<file path="src/rtl/parity_pkg.sv">
// Shared definitions for the parity packet controller: FSM state encoding,
// the odd-parity convention and the parity helper built on it.
package parity_pkg;

    typedef enum logic [1:0] {
        IDLE = 2'd0,
        RECV = 2'd1,
        DONE = 2'd2
    } state_e;

    localparam logic PAR_ODD = 1'b1;

    // Parity bit that makes the total number of ones odd when PAR_ODD is set
    function automatic logic odd_parity(input logic [7:0] data);
        return (^data) ^ PAR_ODD;
    endfunction

endpackage

</file>
<file path="src/rtl/parity_gen_chk.sv">
// Combinational byte parity generator and checker: regenerates the expected
// parity bit and flags a mismatch against the received one.
module parity_gen_chk
    import parity_pkg::*;
(
    input  logic [7:0] data_in,
    input  logic       parity_in,
    output logic       parity_out,
    output logic       error
);

    assign parity_out = odd_parity(data_in);
    assign error      = (parity_in != parity_out);

endmodule

</file>
<file path="src/rtl/parity_pkt_ctrl.sv">
// Packet-framed parity checker: passes bytes through with regenerated parity,
// frames them into PKT_LEN-byte packets and keeps a saturating error count.
module parity_pkt_ctrl
    import parity_pkg::*;
#(
    parameter int PKT_LEN = 4,
    parameter int CNT_W   = 8
) (
    input  logic             clk,
    input  logic             rst,
    input  logic             in_valid,
    output logic             in_ready,
    input  logic [7:0]       in_data,
    input  logic             in_par,
    input  logic             clr_cnt,
    output logic             out_valid,
    output logic [7:0]       out_data,
    output logic             out_par,
    output logic             out_err,
    output logic             pkt_done,
    output logic             pkt_err,
    output logic [CNT_W-1:0] err_cnt,
    output logic             busy
);

    localparam logic [7:0]       LAST_IDX = 8'(PKT_LEN - 1);
    localparam logic [CNT_W-1:0] CNT_MAX  = {CNT_W{1'b1}};

    state_e           state_q, state_d;
    logic [7:0]       idx_q, idx_d;
    logic             sticky_q, sticky_d;
    logic [CNT_W-1:0] err_cnt_q, err_cnt_d;
    logic             out_valid_q;
    logic [7:0]       out_data_q;
    logic             out_par_q;
    logic             out_err_q;
    logic             accept_s;
    logic             par_s;
    logic             err_s;

    parity_gen_chk u_par (
        .data_in    (in_data),
        .parity_in  (in_par),
        .parity_out (par_s),
        .error      (err_s)
    );

    assign in_ready = (state_q != DONE) && !rst;
    assign accept_s = in_valid && in_ready;

    // Next-state, byte index and sticky packet-error logic
    always_comb begin
        state_d  = state_q;
        idx_d    = idx_q;
        sticky_d = sticky_q;
        case (state_q)
            IDLE: begin
                idx_d    = 8'd0;
                sticky_d = 1'b0;
                if (accept_s) begin
                    sticky_d = err_s;
                    if (LAST_IDX == 8'd0) begin
                        state_d = DONE;
                    end else begin
                        state_d = RECV;
                        idx_d   = 8'd1;
                    end
                end else begin
                    state_d = IDLE;
                end
            end
            RECV: begin
                if (accept_s) begin
                    sticky_d = sticky_q | err_s;
                    if (idx_q == LAST_IDX) begin
                        state_d = DONE;
                    end else begin
                        idx_d = idx_q + 8'd1;
                    end
                end else begin
                    state_d = RECV;
                end
            end
            DONE: begin
                state_d  = IDLE;
                idx_d    = 8'd0;
                sticky_d = 1'b0;
            end
            default: begin
                state_d  = IDLE;
                idx_d    = 8'd0;
                sticky_d = 1'b0;
            end
        endcase
    end

    // Error counter: clear has priority over increment, increment saturates
    always_comb begin
        err_cnt_d = err_cnt_q;
        if (clr_cnt) begin
            err_cnt_d = '0;
        end else if (accept_s && err_s && (err_cnt_q != CNT_MAX)) begin
            err_cnt_d = err_cnt_q + CNT_W'(1);
        end else begin
            err_cnt_d = err_cnt_q;
        end
    end

    // State, counters and registered byte outputs
    always_ff @(posedge clk) begin
        if (rst) begin
            state_q     <= IDLE;
            idx_q       <= 8'd0;
            sticky_q    <= 1'b0;
            err_cnt_q   <= '0;
            out_valid_q <= 1'b0;
            out_data_q  <= 8'd0;
            out_par_q   <= 1'b0;
            out_err_q   <= 1'b0;
        end else begin
            state_q     <= state_d;
            idx_q       <= idx_d;
            sticky_q    <= sticky_d;
            err_cnt_q   <= err_cnt_d;
            out_valid_q <= accept_s;
            if (accept_s) begin
                out_data_q <= in_data;
                out_par_q  <= par_s;
                out_err_q  <= err_s;
            end else begin
                out_data_q <= out_data_q;
                out_par_q  <= out_par_q;
                out_err_q  <= out_err_q;
            end
        end
    end

    assign out_valid = out_valid_q;
    assign out_data  = out_data_q;
    assign out_par   = out_par_q;
    assign out_err   = out_err_q;
    assign err_cnt   = err_cnt_q;
    assign pkt_done  = (state_q == DONE);
    assign pkt_err   = (state_q == DONE) && sticky_q;
    assign busy      = (state_q != IDLE);

endmodule

</file>
<file path="config.mk">
export PLATFORM = sky130hd
export DESIGN_NAME = parity_pkt_ctrl
export DESIGN_NICKNAME = d
export VERILOG_FILES = /design/src/rtl/parity_pkg.sv /design/src/rtl/parity_gen_chk.sv /design/src/rtl/parity_pkt_ctrl.sv
export SDC_FILE = /design/constraint.sdc
export NUM_CORES = 1
export LEC_CHECK = 0
export BUFFER_PORTS_ARGS = -buffer_cell sky130_fd_sc_hd__buf_2
export CAP_MARGIN = 20
export CORE_UTILIZATION = 54
export CTS_BUF_LIST = sky130_fd_sc_hd__clkbuf_8
export DETAILED_ROUTE_END_ITERATION = 10
export MAX_ROUTING_LAYER = met4
export PLACE_DENSITY = 0.91
export SLEW_MARGIN = 20
export SYNTH_ARGS = -nofsm -noshare
export SYNTH_HDL_FRONTEND = slang
export SYNTH_SLANG_ARGS = --single-unit
</file>
<file path="constraint.sdc">
create_clock -name clk -period 2.5 [get_ports clk]
set_clock_uncertainty 0.05 [all_clocks]
set_input_delay 0.25 -clock clk [delete_from_list [all_inputs] [get_ports clk]]
set_output_delay 0.25 -clock clk [all_outputs]
set_load 0.05 [all_outputs]
</file>
==> flow_metrics.tcl <==
set metrics [dict create \
    clk_path_buf_depth 2 \
    vias 1315 \
    crit_path_max_fanout 11 \
    clock_sinks 30 \
    cts_made_buffers 5 \
    cts_root_buffer "clkbuf_8" \
    post_dp_cell_area_um2 1580 \
    reg2reg_from "state_q[0]" \
    critical_path.startpoint_type "input port" \
    first_iter_violations 29 \
    tns_ps 0 \
    synthCells 162 \
    placementRows 17 \
    cap_viol_max_count 0 \
    pwr_density_cell_nw_per_um2 678 \
    drive_gt1_frac 0.244 \
    layout_min_cycle_time_ps 2000 \
    synth-edff-count 0 \
    cp.arrival_ps 2150 \
    worstSkewPairLatency_ps 280 \
    cts_tree "done" \
    port_buffers 35 \
    pin_count 36 \
    grt_pass1_wl_um 4780 \
    status "finished clean" \
    drv_slew 0 \
    synth.net_count 177 \
    crit_required_ps 2650 \
    post-route-drc-count 0 \
    slowest_stage "or4_1" \
    fin_crit_sh 0.799 \
    path_cells "buf_2 -> xnor2_1 -> xnor2_1 -> xor3_1 -> or4_1 -> a21oi_1" \
    syn_area_um2 1370 \
    synth.area.top_cells "dfxtp_1 44%, nand2_1 7.7%, nand3_1 7.3%" \
    gp_congestion 0.818 \
    worstSetupStartpoint "in_data[5]" \
    synth.most_common_cell "dfxtp_1" \
    yosys.area.top_type_share 0.438 \
    final_util 0.728 \
    htreeDepth 2 \
    grt.busiest_layer "met2" \
    drt-total-wl_um 2950 \
    total_power_mw 1.13 \
    maxSlewHeadroom 0.683 \
    fmax_ghz 0.501 \
    dp_hpwl_um 2140 \
    grt_pass1_vias 1195 \
    die_w_um 52.4 \
    ys_seq_elements 30 \
    async_reset_ff_frac 0 \
    clk_pin_slew_ps 70 \
    use_met3 0.0754 \
    yosysTopAreaCell "dfxtp_1" \
    avgViaCountPerCell 5.74 \
    cts-resized-gates 0 \
    cts_hold_buf 0 \
    core_region_area_um2 2300 \
    syn_area_per_cell_um2 8.46 \
    die_h_um 52.4 \
    ys_seq_area_frac 0.438 \
    fp.dieArea_um2 2750 \
    worst_ir_drop_vdd_v 0.000555 \
    power.leakage_nw 0.737 \
    finalHoldViolCount 0 \
    wl_per_cell_um 12.9 \
    grt_util_met2 0.409 \
    finalNetCount 215 \
    yosys_warnings 0 \
    cts_setup_buffers 0 \
    hp-class "input port to flip-flop" \
    overflow 0 \
    use_met1 0.271 \
    antenna_found_initial 0 \
    nFillCells 184 \
    grtUsageTotal 0.243 \
    tightestPinTransition_ps 471 \
    design_area_um2 1670 \
    setup_viol 0 \
    fin_cells 229 \
    diodes 0 \
    grt_max_degree 16 \
    synth.distinct_cells 34 \
    area_growth_syn_to_layout_pct 21.9 \
    cp_common_cell "xnor2_1" \
    ys.flop_type "dfxtp_1" \
    initial_core_util 0.597 \
    crit_type "input port to flip-flop" \
    ant_nets 0 \
    slowest_delay_ps 550 \
    drt_pass1_iterations 4 \
    yosys-top-cells-count "30 x dfxtp_1, 28 x nand2_1, 20 x nand3_1" \
    rsz0062_at_grt "no" \
    place_inst 221 \
    hp-start "in_data[2]" \
    end_kind "flip-flop" \
]
placed cells by master (no fill, tap or decap), drive strengths merged:
cell type / count
buf: 37
dfxtp: 30
nand2: 28
nand3: 20
nor2: 14
a21oi: 9
xor2: 8
xnor2: 6
clkbuf: 6
and2: 3
nor3: 3
nand4: 3
o31ai: 3
or4: 3
o21ai: 3
or2: 2
inv: 2
nor4b: 2
a2111oi: 2
ha: 2
clkinv: 2
nor2b: 1
nor4: 1
xnor3: 1
a21boi: 1
xor3: 1
and4: 1
a41oi: 1
o41ai: 1
nand4b: 1
a31oi: 1
a41o: 1
or3: 1
clkinvlp: 1
final timing paths:
kind	slack (ps)	cells after the start	end
hold / removal	130	3	out_data[2]
setup / recovery	500	6	err_cnt[3]
hold reg to reg	400	2	out_data[7]
setup reg to reg	620	8	idx_q[0]
critical path: cells and delay by family:
family          cells  cell delay, ps
xor+xnor            3            1080
simple gates        1             550
compound gates      1             160
buf+inv             1             110
layout make-up:
cell class	count	area, µm²	area share
Multi-Input combinational cell	123	739	0.442
Sequential cell	30	601	0.359
Clock inverter	2	12.5	0.00749
Clock buffer	6	82.6	0.0494
Inverter	3	11.3	0.00674
Timing Repair Buffer	37	190	0.114
Tap cell	28	35.0	0.0210
where the power goes:
part / total [mW] / switching [mW] / leakage, nW / internal, mW
registers: 0.510 / 0.0118 / 0.245 / 0.498
logic: 0.221 / 0.153 / 0.445 / 0.0683
clock network: 0.402 / 0.182 / 0.0472 / 0.221
per-layer routing:
layer	share of wire	routed length [µm]
met4	0.014	41
met5	0	0
met3	0.063	186
met2	0.50	1470
met1	0.42	1240
cells by family (layout without fill, tap and decap cells):
kind of cell,after synthesis,count (layout),share of synthesized area
compound gates,22,22,0.103
xor+xnor,16,16,0.123
fa+ha+maj,2,2,0.0182
buf+inv,9,48,0.0265
flops,30,30,0.438
simple gates,83,83,0.291
flip-flops by register name, summed over array words and instances (netlist names):
name	cells
err_cnt	8
idx_q	8
sticky_q	1
out_err	1
out_par	1
out_data	8
state_q	2
out_valid	1
per-stage QoR:
step                      setup WS (ps)  hold WS, ps
after CTS                           472          122
after global routing                404          133
after detailed placement            212          392
final                               504          127
after global placement              330          389
after floorplan                     249          299
No activity file was read; power rests on OpenSTA's default activity.
